`src/rtl/depipe_flex_if.sv`:
```
// depipe_flex_if -- decode-to-execute bundle bus for depipe_flex.
//
// Carries the decode-side bundle (_D), the execute-side bundle (_E), the
// pipeline controls (stall_E, flush_E) and the two event counters.
//   master : driven by the decode/hazard side, observes _E and counters
//   slave  : the pipeline register block itself
interface depipe_flex_if #(
   parameter int DATA_W = 32,
   parameter int INM_W  = 19,
   parameter int IDX_W  = 4,
   parameter int CTRL_W = 4
);
   // pipeline controls
   logic              stall_E;
   logic              flush_E;
   // decode-side bundle
   logic              valid_D;
   logic              regw_D;
   logic              memw_D;
   logic              regmem_D;
   logic              branch_D;
   logic              ALUope_D;
   logic              flag_D;
   logic [CTRL_W-1:0] ALUctrl_D;
   logic [IDX_W-1:0]  regScr_D;
   logic [DATA_W-1:0] regA_D;
   logic [DATA_W-1:0] regB_D;
   logic [INM_W-1:0]  inm_D;
   // execute-side bundle
   logic              valid_E;
   logic              regw_E;
   logic              memw_E;
   logic              regmem_E;
   logic              branch_E;
   logic              ALUope_E;
   logic              flag_E;
   logic [CTRL_W-1:0] ALUctrl_E;
   logic [IDX_W-1:0]  regScr_E;
   logic [DATA_W-1:0] regA_E;
   logic [DATA_W-1:0] regB_E;
   logic [INM_W-1:0]  inm_E;
   // event counters
   logic [15:0]       flush_cnt;
   logic [15:0]       stall_cnt;

   modport master (
      output stall_E, flush_E,
      output valid_D, regw_D, memw_D, regmem_D, branch_D, ALUope_D, flag_D,
      output ALUctrl_D, regScr_D, regA_D, regB_D, inm_D,
      input  valid_E, regw_E, memw_E, regmem_E, branch_E, ALUope_E, flag_E,
      input  ALUctrl_E, regScr_E, regA_E, regB_E, inm_E,
      input  flush_cnt, stall_cnt
   );

   modport slave (
      input  stall_E, flush_E,
      input  valid_D, regw_D, memw_D, regmem_D, branch_D, ALUope_D, flag_D,
      input  ALUctrl_D, regScr_D, regA_D, regB_D, inm_D,
      output valid_E, regw_E, memw_E, regmem_E, branch_E, ALUope_E, flag_E,
      output ALUctrl_E, regScr_E, regA_E, regB_E, inm_E,
      output flush_cnt, stall_cnt
   );
endinterface

```
`src/rtl/depipe_flex.sv`:
```
// depipe_flex -- configurable-depth D->E pipeline register with stall/flush.
//
// A chain of STAGES (1..4) identical registers, each holding a valid bit and
// the full decode bundle. Stage 0 loads from the _D side; the _E side is
// driven straight from the last stage, so latency is STAGES cycles and there
// is no combinational D->E path.
//   clk  : single clock, rising edge
//   rst  : asynchronous active-low reset, clears stages and counters
//   bus  : depipe_flex_if.slave -- stall_E/flush_E, _D in, _E out,
//          flush_cnt (valid instructions killed by flushes, saturating),
//          stall_cnt (stalled cycles, saturating)
// The interface instance must use the same width parameters as this module.
module depipe_flex #(
   parameter int DATA_W = 32,
   parameter int INM_W  = 19,
   parameter int IDX_W  = 4,
   parameter int CTRL_W = 4,
   parameter int STAGES = 1   // legal range 1..4
) (
   input  logic          clk,
   input  logic          rst,
   depipe_flex_if.slave  bus
);

   typedef struct packed {
      logic              valid;
      logic              regw;
      logic              memw;
      logic              regmem;
      logic              branch;
      logic              aluope;
      logic              flag;
      logic [CTRL_W-1:0] aluctrl;
      logic [IDX_W-1:0]  regscr;
      logic [DATA_W-1:0] rega;
      logic [DATA_W-1:0] regb;
      logic [INM_W-1:0]  inm;
   } bundle_t;

   bundle_t     stage_q [STAGES];
   bundle_t     d_bundle;
   bundle_t     last;
   logic [2:0]  n_valid;      // up to 4 valid stages
   logic [16:0] flush_sum;    // one extra bit to detect overflow
   logic [15:0] flush_cnt_q;
   logic [15:0] stall_cnt_q;

   // An invalid decode slot becomes an all-zero bubble, so downstream never
   // sees stale control bits from a non-instruction.
   always_comb begin
      // NOTE: every always_comb output gets a default first; a path that
      // leaves it unassigned would infer a latch.
      d_bundle = '0;
      if (bus.valid_D) begin
         d_bundle.valid   = 1'b1;
         d_bundle.regw    = bus.regw_D;
         d_bundle.memw    = bus.memw_D;
         d_bundle.regmem  = bus.regmem_D;
         d_bundle.branch  = bus.branch_D;
         d_bundle.aluope  = bus.ALUope_D;
         d_bundle.flag    = bus.flag_D;
         d_bundle.aluctrl = bus.ALUctrl_D;
         d_bundle.regscr  = bus.regScr_D;
         d_bundle.rega    = bus.regA_D;
         d_bundle.regb    = bus.regB_D;
         d_bundle.inm     = bus.inm_D;
      end
   end

   // Number of live instructions that a flush on this edge would kill.
   always_comb begin
      n_valid = '0;
      for (int i = 0; i < STAGES; i++) begin
         n_valid = n_valid + 3'(stage_q[i].valid);
      end
   end

   assign flush_sum = {1'b0, flush_cnt_q} + 17'(n_valid);

   // Flush beats stall: a flush edge empties the chain even while stalled.
   always_ff @(posedge clk or negedge rst) begin
      if (!rst) begin
         // NOTE: the stage array is a handful of flops, not a RAM, so it is
         // reset like any other state; real memories are left unreset.
         for (int i = 0; i < STAGES; i++) begin
            stage_q[i] <= '0;
         end
      end else if (bus.flush_E) begin
         for (int i = 0; i < STAGES; i++) begin
            stage_q[i] <= '0;
         end
      end else if (!bus.stall_E) begin
         // NOTE: non-blocking assignments let every stage sample its
         // predecessor's old value on the same edge, giving a true shift.
         stage_q[0] <= d_bundle;
         for (int i = 1; i < STAGES; i++) begin
            stage_q[i] <= stage_q[i-1];
         end
      end
   end

   always_ff @(posedge clk or negedge rst) begin
      if (!rst) begin
         flush_cnt_q <= '0;
         stall_cnt_q <= '0;
      end else if (bus.flush_E) begin
         flush_cnt_q <= flush_sum[16] ? 16'hFFFF : flush_sum[15:0];
      end else if (bus.stall_E) begin
         if (stall_cnt_q != 16'hFFFF) begin
            stall_cnt_q <= stall_cnt_q + 16'd1;
         end
      end
   end

   // Bubbles are all-zero, so an invalid last stage already presents zero
   // control bits without extra gating on the output.
   assign last          = stage_q[STAGES-1];
   assign bus.valid_E   = last.valid;
   assign bus.regw_E    = last.regw;
   assign bus.memw_E    = last.memw;
   assign bus.regmem_E  = last.regmem;
   assign bus.branch_E  = last.branch;
   assign bus.ALUope_E  = last.aluope;
   assign bus.flag_E    = last.flag;
   assign bus.ALUctrl_E = last.aluctrl;
   assign bus.regScr_E  = last.regscr;
   assign bus.regA_E    = last.rega;
   assign bus.regB_E    = last.regb;
   assign bus.inm_E     = last.inm;
   assign bus.flush_cnt = flush_cnt_q;
   assign bus.stall_cnt = stall_cnt_q;

endmodule

```
`src/flat_wrapper.sv`:
```
// flat-port wrapper written by rule: the top's interface ports become plain ports
module depipe_flex_flat 
#(
   parameter int DATA_W = 32,
   parameter int INM_W  = 19,
   parameter int IDX_W  = 4,
   parameter int CTRL_W = 4,
   parameter int STAGES = 1                      
)
  (clk, rst, bus_stall_E, bus_flush_E, bus_valid_D, bus_regw_D, bus_memw_D, bus_regmem_D, bus_branch_D, bus_ALUope_D, bus_flag_D, bus_ALUctrl_D, bus_regScr_D, bus_regA_D, bus_regB_D, bus_inm_D, bus_valid_E, bus_regw_E, bus_memw_E, bus_regmem_E, bus_branch_E, bus_ALUope_E, bus_flag_E, bus_ALUctrl_E, bus_regScr_E, bus_regA_E, bus_regB_E, bus_inm_E, bus_flush_cnt, bus_stall_cnt);
  depipe_flex_if #(.DATA_W(DATA_W), .INM_W(INM_W), .IDX_W(IDX_W), .CTRL_W(CTRL_W)) bus_i ();
  input  logic clk;
  input  logic rst;
  input wire logic [$bits(bus_i.stall_E)-1:0] bus_stall_E;
  input wire logic [$bits(bus_i.flush_E)-1:0] bus_flush_E;
  input wire logic [$bits(bus_i.valid_D)-1:0] bus_valid_D;
  input wire logic [$bits(bus_i.regw_D)-1:0] bus_regw_D;
  input wire logic [$bits(bus_i.memw_D)-1:0] bus_memw_D;
  input wire logic [$bits(bus_i.regmem_D)-1:0] bus_regmem_D;
  input wire logic [$bits(bus_i.branch_D)-1:0] bus_branch_D;
  input wire logic [$bits(bus_i.ALUope_D)-1:0] bus_ALUope_D;
  input wire logic [$bits(bus_i.flag_D)-1:0] bus_flag_D;
  input wire logic [$bits(bus_i.ALUctrl_D)-1:0] bus_ALUctrl_D;
  input wire logic [$bits(bus_i.regScr_D)-1:0] bus_regScr_D;
  input wire logic [$bits(bus_i.regA_D)-1:0] bus_regA_D;
  input wire logic [$bits(bus_i.regB_D)-1:0] bus_regB_D;
  input wire logic [$bits(bus_i.inm_D)-1:0] bus_inm_D;
  output wire logic [$bits(bus_i.valid_E)-1:0] bus_valid_E;
  output wire logic [$bits(bus_i.regw_E)-1:0] bus_regw_E;
  output wire logic [$bits(bus_i.memw_E)-1:0] bus_memw_E;
  output wire logic [$bits(bus_i.regmem_E)-1:0] bus_regmem_E;
  output wire logic [$bits(bus_i.branch_E)-1:0] bus_branch_E;
  output wire logic [$bits(bus_i.ALUope_E)-1:0] bus_ALUope_E;
  output wire logic [$bits(bus_i.flag_E)-1:0] bus_flag_E;
  output wire logic [$bits(bus_i.ALUctrl_E)-1:0] bus_ALUctrl_E;
  output wire logic [$bits(bus_i.regScr_E)-1:0] bus_regScr_E;
  output wire logic [$bits(bus_i.regA_E)-1:0] bus_regA_E;
  output wire logic [$bits(bus_i.regB_E)-1:0] bus_regB_E;
  output wire logic [$bits(bus_i.inm_E)-1:0] bus_inm_E;
  output wire logic [$bits(bus_i.flush_cnt)-1:0] bus_flush_cnt;
  output wire logic [$bits(bus_i.stall_cnt)-1:0] bus_stall_cnt;
  assign bus_i.stall_E = bus_stall_E;
  assign bus_i.flush_E = bus_flush_E;
  assign bus_i.valid_D = bus_valid_D;
  assign bus_i.regw_D = bus_regw_D;
  assign bus_i.memw_D = bus_memw_D;
  assign bus_i.regmem_D = bus_regmem_D;
  assign bus_i.branch_D = bus_branch_D;
  assign bus_i.ALUope_D = bus_ALUope_D;
  assign bus_i.flag_D = bus_flag_D;
  assign bus_i.ALUctrl_D = bus_ALUctrl_D;
  assign bus_i.regScr_D = bus_regScr_D;
  assign bus_i.regA_D = bus_regA_D;
  assign bus_i.regB_D = bus_regB_D;
  assign bus_i.inm_D = bus_inm_D;
  assign bus_valid_E = bus_i.valid_E;
  assign bus_regw_E = bus_i.regw_E;
  assign bus_memw_E = bus_i.memw_E;
  assign bus_regmem_E = bus_i.regmem_E;
  assign bus_branch_E = bus_i.branch_E;
  assign bus_ALUope_E = bus_i.ALUope_E;
  assign bus_flag_E = bus_i.flag_E;
  assign bus_ALUctrl_E = bus_i.ALUctrl_E;
  assign bus_regScr_E = bus_i.regScr_E;
  assign bus_regA_E = bus_i.regA_E;
  assign bus_regB_E = bus_i.regB_E;
  assign bus_inm_E = bus_i.inm_E;
  assign bus_flush_cnt = bus_i.flush_cnt;
  assign bus_stall_cnt = bus_i.stall_cnt;
  depipe_flex #(.DATA_W(DATA_W), .INM_W(INM_W), .IDX_W(IDX_W), .CTRL_W(CTRL_W), .STAGES(STAGES)) u_core (.clk(clk), .rst(rst), .bus(bus_i));
endmodule
```
`config.mk`:
```
export PLATFORM = sky130hd
export DESIGN_NAME = depipe_flex_flat
export DESIGN_NICKNAME = d
export VERILOG_FILES = /design/src/rtl/depipe_flex_if.sv /design/src/rtl/depipe_flex.sv /design/src/flat_wrapper.sv
export SDC_FILE = /design/constraint.sdc
export NUM_CORES = 1
export LEC_CHECK = 0
export BUFFER_PORTS_ARGS = -buffer_cell sky130_fd_sc_hd__buf_2
export CAP_MARGIN = 20
export CORE_MARGIN = 1.5
export CORE_UTILIZATION = 47
export DETAILED_ROUTE_END_ITERATION = 6
export GPL_TIMING_DRIVEN = 0
export PLACE_DENSITY = 0.8
export SYNTH_ARGS = -nofsm -noshare
export SYNTH_HDL_FRONTEND = slang
export SYNTH_SLANG_ARGS = --single-unit
```
`constraint.sdc`:
```
create_clock -name clk -period 2.15 [get_ports clk]
set_input_delay 0.1075 -clock clk [delete_from_list [all_inputs] [get_ports clk]]
set_output_delay 0.1075 -clock clk [all_outputs]
set_load 0.01 [all_outputs]
```
==> results of run 1 <==
## worst reg2reg max path: stages (launching register included)
cell	delay (ps)
dfrtp_1	440
ha_1	250
nand3_1	190
nor4_4	460
nor2_2	120
mux2_4	310
## metal layers
| metal | wire length (um) | vias up | global-route usage (%) |
|---|---|---|---|
| met5 | 0 | - | 0 |
| met4 | 446 | 0 | 12.29 |
| met3 | 1240 | 46 | 7.296 |
| met2 | 8553 | 266 | 54.10 |
| met1 | 6359 | 2359 | 34.57 |
| li1 | - | 2098 | - |
## power breakdown
group	switching [mW]	leakage [nW]	internal, mW
sequential	0.195	1.76	2.61
combinational	0.447	2.25	0.457
clock	1.08	0.269	1.71
total	1.72	4.29	4.78
## what timing repair did
item	CTS	global route
endpoints found under the hold margin	158	0
setup endpoints to repair	0	0
gates resized for setup	0	0
hold buffers	99	0
## synthesized netlist by cell type (5+ instances only)
| library cell | number | area share [%] |
|---|---|---|
| nor2_1 | 6 | 0.45 |
| clkbuf_1 | 13 | 0.97 |
| buf_2 | 9 | 0.89 |
| dfrtp_1 | 130 | 65 |
| a22o_1 | 97 | 17 |
| xnor2_1 | 11 | 1.9 |
| nand2_1 | 18 | 1.3 |
| nor3_1 | 5 | 0.50 |
| nand4_1 | 7 | 0.87 |
| xor2_1 | 9 | 1.6 |
| nand3_1 | 9 | 0.89 |
## logic make-up after synthesis
group | Yosys count | synth area share (%)
DFF | 130 | 64.63
buffers and inverters | 25 | 2.312
AOI/OAI and AO/OA | 114 | 19.04
muxes | 3 | 0.7208
adders and majority gates | 3 | 0.7458
and+or+nand+nor | 71 | 9.073
xor gates and xnor gates | 20 | 3.480
## per-stage QoR
stage          hold WS, ps  util (%)  instances  TNS [ps]  instance area (sq um)
2_1_floorplan       -188.1         -        366         0                   5034
3_3_place_gp         330.9     61.28        732    -70910                   6355
3_5_place_dp         120.0     61.61        733         0                   6389
4_1_cts              123.9     76.75        864         0                   7959
5_1_grt              178.0     76.75        864         0                   7959
6_report             135.2     76.75        864         0                   7959
## flip-flops by register name, summed over array words and instances (netlist names), 4 cells and up
name	count
u_core.bus.flush_cnt	16
u_core.bus.stall_cnt	16
u_core.bus.ALUctrl_E	4
u_core.bus.regA_E	32
u_core.bus.regB_E	32
u_core.bus.regScr_E	4
u_core.bus.inm_E	19
## path summary, 6_finish.rpt
| path | slack (ps) | end | cells past startpoint | start |
|---|---|---|---|---|
| max | 260 | u_core.bus.stall_cnt[1] | 5 | u_core.bus.stall_cnt[1] |
| min | 140 | u_core.bus.inm_E[11] | 2 | rst |
| max reg2reg | 260 | u_core.bus.stall_cnt[1] | 5 | u_core.bus.stall_cnt[1] |
| min reg2reg | 500 | u_core.bus.regA_E[19] | 1 | u_core.bus.regA_E[19] |
| max in group asynchronous | 1300 | u_core.bus.regA_E[30] | 3 | rst |
| min in group clk | 150 | u_core.bus.stall_cnt[8] | 4 | bus_stall_E |
## layout make-up
type                       instances  share of cell area [%]
sequential                       130                   40.87
timing repair buffer             330                   27.34
multi-input combinational        211                   20.91
clock buffer                      20                   5.597
tap                              136                   2.138
clock inverter                    12                   1.682
buffer                            24                   1.415
inverter                           1                 0.04716
==> flow_summary.yaml, run 1 <==
floorplanning:
  initial_utilization_pct: 48.54
  rows: 37
  io_pins: 232
  core_area_sq_um: 10370
  die_area_sq_um: 11340
  die-width_um: 106.5
  dieHeight_um: 106.5
synth:
  async_flop_share_pct: 100.0
  ys.flop_type: "dfrtp_1"
  synth_edf_count: 0
  ys_warn_count: 0
  seq_area_frac_synth_pct: 64.63
  postSynthAreaPerCell_sq_um: 13.75
  synth_nets: 471
  ys_types: 45
  synthCells: 366
  synth-seq-cells: 130
  netlist_area_sq_um: 5034
worst_setup_path:
  cpPeakStageDelay_ps: 460
  path_class: "reg2reg"
  end_kind: "flip-flop"
  crit_path_cell_trace: "ha_1 > nand3_1 > nor4_4 > nor2_2 > mux2_4"
  critPathLaunchType: "flip-flop"
  critical_path_buf_inv_count: 0
  path_delay_family: "simple AND/OR/NAND/NOR gates"
  cpMaxStageDelayCell: "nor4_4"
  cp.required_ps: 2550
  path_max_fanout: 6
  cp.arrival_ps: 2290
finish:
  multi_input_area_sq_um: 1664
  antenna_cells: 0
  final_common_cell: "buf_2"
  ff_latch_area_sq_um: 3253
  syn_to_final_growth_pct: 58.12
  layout-drive-gt1-share_pct: 39.42
  final_cell_mix: "buf_2, dfrtp_1, dlygate4sd3_1"
  nets: 820
  fill_cells: 613
cts:
  cts_sinks: 130
  h-tree-depth: 4
  cts_root_buffer: "clkbuf_8"
  cts_tree: "yes"
  clk-insertion-delay-late_ps: 520
  postCtsSetupBuffers: 0
  cts_buffers: 17
  clockBufferDepth: 2
  path_clk_slew_ps: 60
global_routing:
  grt.total_usage_pct: 30.19
  grt_pass1_wl_um: 26110
  antenna_found_initial: 0
  grt_max_degree: 71
  gr-total-overflow: 0
  grt_pass1_vias: 5093
detailed_routing:
  wl_per_cell_um: 19.21
  drtIter0Drc: 354
  postRouteAntennaNets: 0
  dr.pass1.iters: 5
  routed_wl_um: 16600
  via_per_inst: 5.520
  drcViolationCount: 0
  vias: 4769
sta:
  relSlewSlack_pct: 47.25
  timing.final.ws_setup_ps: 264.0
  max_freq_mhz: 530.2
  period_minus_slack_ps: 1886
  rsz0062_at_grt: "no"
  tightestPinTransition_ps: 791.3
  maxSlewViolCount: 0
  finalSetupViolCount: 0
  hold_viol_final: 0
  clock_skew_ps: 7.564
  min_period_over_period_pct: 87.72
run_status:
  status: "completed"
power:
  power_density_nw_per_um2: 816.8
  peakVddDrop_uv: 451.1
  total_power_mw: 6.501
  p_leak_nw: 4.288
hold_path:
  hold_path_class: "in2async"
place:
  port_buffers: 230
  dpl.hpwl_um: 9635
  place_ws_ps: 325.2
  place_congestion: 0.8267
flow_run:
  maxCapViolations: 0
No activity file was read; power rests on OpenSTA's default activity.
==> run 2, diff against run 1 <==
CORE_UTILIZATION = 42   (was 47)
PLACE_DENSITY = 0.76   (was 0.8)
clock period = 1.7 ns   (was 2.15 ns; I/O delays follow)
==> run 2 against run 1 <==
Net effect: the run now ends with design-rule violations left; critical path depth is 1 lower; flip-flop and latch count stayed put; critical endpoint is now u_core.bus.flush_cnt[11]; register-to-register slack lost 200 ps; non-clock buffer count rose by 7; via count down 2.1%; clock power increased by 26%; hold slack got worse by 22 ps; largest power group unchanged; die area grew 12%; sequential power increased by 26%; clock-buffer cell count increased by 3; core utilization is 7.1 points lower; combinational power increased by 35%.
==> flow_summary.yaml, run 2 (synthesis results as in run 1) <==
detailed_routing:
  routed_wl_um: 15950
  via_per_inst: 5.332
  dr.pass1.iters: 7
  vias: 4671
  postRouteAntennaNets: 0
  drcViolationCount: 32
  drtIter0Drc: 401
  wl_per_cell_um: 18.21
finish:
  nets: 827
  final_cell_mix: "buf_2, dfrtp_1, dlygate4sd3_1"
  multi_input_area_sq_um: 1705
  ff_latch_area_sq_um: 3258
  fill_cells: 785
  fin_util_pct: 69.67
  final_common_cell: "buf_2"
  syn_to_final_growth_pct: 60.08
  final_cells: 876
  layout-drive-gt1-share_pct: 40.44
worst_setup_path:
  path_class: "reg2reg"
  critPathLaunchType: "flip-flop"
  ff2ff_path_depth: 4
  cp.arrival_ps: 1910
  cp.required_ps: 1980
  rr_startpoint: "u_core.bus.flush_cnt[2]"
  end_kind: "flip-flop"
  reg2reg_to: "u_core.bus.flush_cnt[11]"
  path_max_fanout: 8
  r2r_slack_ps: 70
sta:
  finalSetupViolCount: 0
  setup-tns-final_ps: 0
  hold_viol_final: 0
  rsz0062_at_grt: "no"
  clock_skew_ps: 2.184
  period_minus_slack_ps: 1633
  max_freq_mhz: 612.2
  maxSlewViolCount: 0
  tightestPinTransition_ps: 610.1
  relSlewSlack_pct: 59.33
  min_period_over_period_pct: 96.09
  fin_hold_ws_ps: 113.5
cts:
  clockBufferDepth: 2
  cts_root_buffer: "clkbuf_16"
  path_clk_slew_ps: 50
  cts_sinks: 130
  clk-insertion-delay-late_ps: 400
  h-tree-depth: 4
  cts_buffers: 17
  cts_tree: "yes"
floorplanning:
  io_pins: 232
  die_area_sq_um: 12650
  rows: 39
  die-width_um: 112.5
  dieHeight_um: 112.5
  core_area_sq_um: 11560
  initial_utilization_pct: 43.52
global_routing:
  grt.total_usage_pct: 25.54
  gr-total-overflow: 0
  antenna_found_initial: 0
  grt_max_degree: 69
  grt_pass1_wl_um: 24960
  grt_pass1_vias: 4876
place:
  port_buffers: 230
  place_congestion: 0.8621
  dpl.hpwl_um: 9636
  placed_cells: 740
flow_run:
  maxCapViolations: 0
power:
  power_density_nw_per_um2: 1025
  p_leak_nw: 4.372
  peakVddDrop_uv: 726.1
  total_power_mw: 8.262
hold_path:
  hold_depth: 4
  hold_path_end: "u_core.bus.flush_cnt[1]"
  hp-start: "bus_flush_E"
  hold_path_class: "in2reg"
run_status:
  status: "complete, but fails checks"
  violations: "design-rule violations"
[run 2: cell types whose count changed in the layout (fill, tap and decap cells not counted), sizes merged]
| cell | change |
|---|---|
| clkbuf | +3 |
| clkinv | -1 |
| diode | +1 |
| buf | +7 |
| clkinvlp | -5 |
[run 2: through the flow]
stage,worst slack [ps],area (sq um)
2_1_floorplan,0.5245,5034
3_3_place_gp,-1028,6364
3_5_place_dp,-126.5,6397
4_1_cts,30.44,7994
5_1_grt,0.9233,8055
6_report,66.54,8058
[run 2: layout make-up]
cell class	instances	area share (%)
clock inverters	6	0.9938
multi-input cells	211	21.16
clock buffers	23	6.056
well taps	143	2.221
repair buffers	337	27.66
plain buffers	24	1.398
inverters	1	0.04658
flip-flops and latches	130	40.43
diodes	1	0.03106
[run 2: layer usage]
layer | track usage [%] | vias to the layer above | wire (um)
met5 | 0 | - | 0
li1 | - | 2102 | -
met2 | 43.39 | 230 | 7944
met4 | 12.74 | 0 | 477
met1 | 29.67 | 2295 | 6354
met3 | 7.397 | 44 | 1174
[run 2: worst max path at each step]
stage	from	endpoint	slack (ps)	cells after the start
5_1_grt	u_core.bus.valid_E	u_core.bus.flush_cnt[11]	0.9	5
3_5_place_dp	u_core.bus.stall_cnt[0]	u_core.bus.stall_cnt[1]	-130	5
4_1_cts	u_core.bus.valid_E	u_core.bus.flush_cnt[11]	30	5
2_1_floorplan	u_core.bus.stall_cnt[0]	u_core.bus.stall_cnt[1]	0.5	5
3_3_place_gp	rst	u_core.bus.regA_E[12]	-1030	1
6_report	u_core.bus.flush_cnt[2]	u_core.bus.flush_cnt[11]	70	4
[run 2: critical path: stages, from the launching register on]
cell and delay [ps]:
dfrtp_1 460, nand4_4 220, nor3_4 280, and4_1 230, mux2_1 320
[run 2: what timing repair did]
action,CTS,global route
hold buffers,99,0
gates resized for setup,2,8
buffers inserted,4,3
endpoints found under the hold margin,160,0
setup endpoints to repair,6,19
pin swaps,1,6
[run 2: report_power, final]
part	switching (mW)	internal [mW]	total, mW
clock	1.23	2.28	3.51
sequential	0.230	3.30	3.53
combinational	0.588	0.636	1.22
total	2.05	6.22	8.26
==> run 3, diff against run 2 <==
CORE_MARGIN = 4   (was 1.5)
CORE_UTILIZATION = 35   (was 42)
PLACE_DENSITY = 0.65   (was 0.76)
clock period = 1.5 ns   (was 1.7 ns; I/O delays follow)
==> run 3 against run 2 <==
Net effect: the flow finishes with violations (negative setup slack); clock power increased by 15%; first-iteration DRC count down 50%; non-clock buffer count is 32 higher; global-route usage is 6.1 points lower; total power up 17%; clock skew increased by 4.4 ps; die area rose by 29%; sequential power increased by 14%; critical path depth stayed put; highest routed layer unchanged.
==> flow_summary.yaml, run 3 (synthesis results as in run 1) <==
power:
  power_density_nw_per_um2: 1145
  peakVddDrop_uv: 695.9
  p_leak_nw: 4.516
floorplanning:
  io_pins: 232
  rows: 43
  die_area_sq_um: 16360
  initial_utilization_pct: 35.98
  core_area_sq_um: 13990
  dieHeight_um: 127.9
  die-width_um: 127.9
sta:
  rsz0062_at_grt: "yes"
  hold_viol_final: 0
  finalSetupViolCount: 8
  timing.final.ws_setup_ps: -101.0
  relSlewSlack_pct: 50.49
  period_minus_slack_ps: 1601
  tightestPinTransition_ps: 742.6
  max_freq_mhz: 624.6
  maxSlewViolCount: 0
  clock_skew_ps: 6.566
  min_period_over_period_pct: 106.7
global_routing:
  grt_pass1_wl_um: 25190
  antenna_found_initial: 0
  gr-total-overflow: 0
  grt.total_usage_pct: 19.45
  grt_max_degree: 70
  grt_pass1_vias: 4871
detailed_routing:
  wl_met1_um: 6782
  postRouteAntennaNets: 0
  via_per_inst: 4.938
  dr_wl_met2_um: 7979
  wl_per_cell_um: 17.02
  drtIter0Drc: 202
  top_layer: "met4"
  routed-wl-met3_um: 1042
  routed_wl_um: 16130
  drcViolationCount: 0
  vias: 4681
  dr.pass1.iters: 4
finish:
  stdcell_area_sq_um: 8434
  final_cell_mix: "buf_2, dfrtp_1, dlygate4sd3_1"
  nets: 859
  layout-drive-gt1-share_pct: 45.63
  syn_to_final_growth_pct: 67.56
  final_common_cell: "buf_2"
place:
  place_congestion: 0.8242
  place_ws_ps: -234.4
  port_buffers: 230
  dpl.hpwl_um: 10300
  placed_cell_area_sq_um: 6471
run_status:
  violations: "negative setup slack"
  status: "complete, but fails checks"
cts:
  cts_tree: "yes"
  path_clk_slew_ps: 60
  cts_sinks: 130
  cts_buffers: 17
  cts_root_buffer: "clkbuf_16"
  clockBufferDepth: 2
  clk-insertion-delay-late_ps: 410
  h-tree-depth: 4
worst_setup_path:
  path_max_fanout: 5
  cp.required_ps: 1790
  cp.arrival_ps: 1890
  critPathLaunchType: "flip-flop"
  path_class: "reg2reg"
  end_kind: "flip-flop"
flow_run:
  maxCapViolations: 0
hold_path:
  hold_path_class: "in2reg"
==> run 3: cell types whose count changed in the layout (fill, tap and decap cells not counted), sizes merged <==
cell      change
clkbuf        -5
buf          +32
clkinv        +3
clkinvlp      +5
==> run 3: final timing paths <==
kind,slack [ps],from,cells past startpoint,to
max,-100,u_core.bus.stall_cnt[5],4,u_core.bus.stall_cnt[1]
min,140,bus_flush_E,4,u_core.bus.flush_cnt[4]
max reg2reg,-100,u_core.bus.stall_cnt[5],4,u_core.bus.stall_cnt[1]
min reg2reg,490,u_core.bus.regB_E[0],1,u_core.bus.regB_E[0]
max in group asynchronous,560,rst,3,u_core.bus.regA_E[17]
min in group asynchronous,210,rst,2,u_core.bus.branch_E
==> run 3: worst max-delay path, stage by stage, from the launching register on <==
cell and delay, ps:
dfrtp_2 430, nand4_1 220, nor4_4 450, nor2_2 90, mux2_4 300
==> run 3: layer usage <==
metal / vias to the layer above / global-route usage [%]
met1: 2282 / 24.93
met5: - / 0
met3: 27 / 5.542
met2: 210 / 31.55
li1: 2162 / -
met4: 0 / 7.116
==> run 3: through the flow <==
stage               TNS (ps)  utilization (%)  std cells  hold WS [ps]  power (mW)
global placement     -175100            46.02        776         298.2       5.107
global route           -1730            60.28        947         151.9       10.07
detailed placement    -13720            46.26        777         91.18       5.174
finish                -645.2            60.30        948         144.4       9.661
floorplan             -179.2                -        366        -220.6       4.553
CTS                   -270.0            59.01        930         103.7       9.593
==> run 3: power by group <==
part / switching (mW) / leakage [nW] / internal [mW]
Combinational: 0.742 / 2.49 / 0.888
Sequential: 0.257 / 1.75 / 3.75
Clock: 1.54 / 0.273 / 2.48
==> run 3: cell type report <==
| cell class | count | area, sq um |
|---|---|---|
| Timing Repair Buffer | 369 | 2469 |
| Fill cell | 1087 | 5554 |
| Antenna cell | 1 | 2.502 |
| Sequential cell | 130 | 3267 |
| Clock inverter | 14 | 140.1 |
| Tap cell | 180 | 225.2 |
| Clock buffer | 18 | 439.2 |
| Inverter | 1 | 3.754 |
| Multi-Input combinational cell | 211 | 1772 |
| Buffer | 24 | 116.4 |
==> run 3: timing repair <==
item                                   in CTS  in global routing
setup endpoints to repair                  28                 27
pin swaps                                  11                  8
hold buffers                               99                  0
endpoints found under the hold margin     159                  0
gates resized for setup                     9                 10
setup buffers                              22                 17
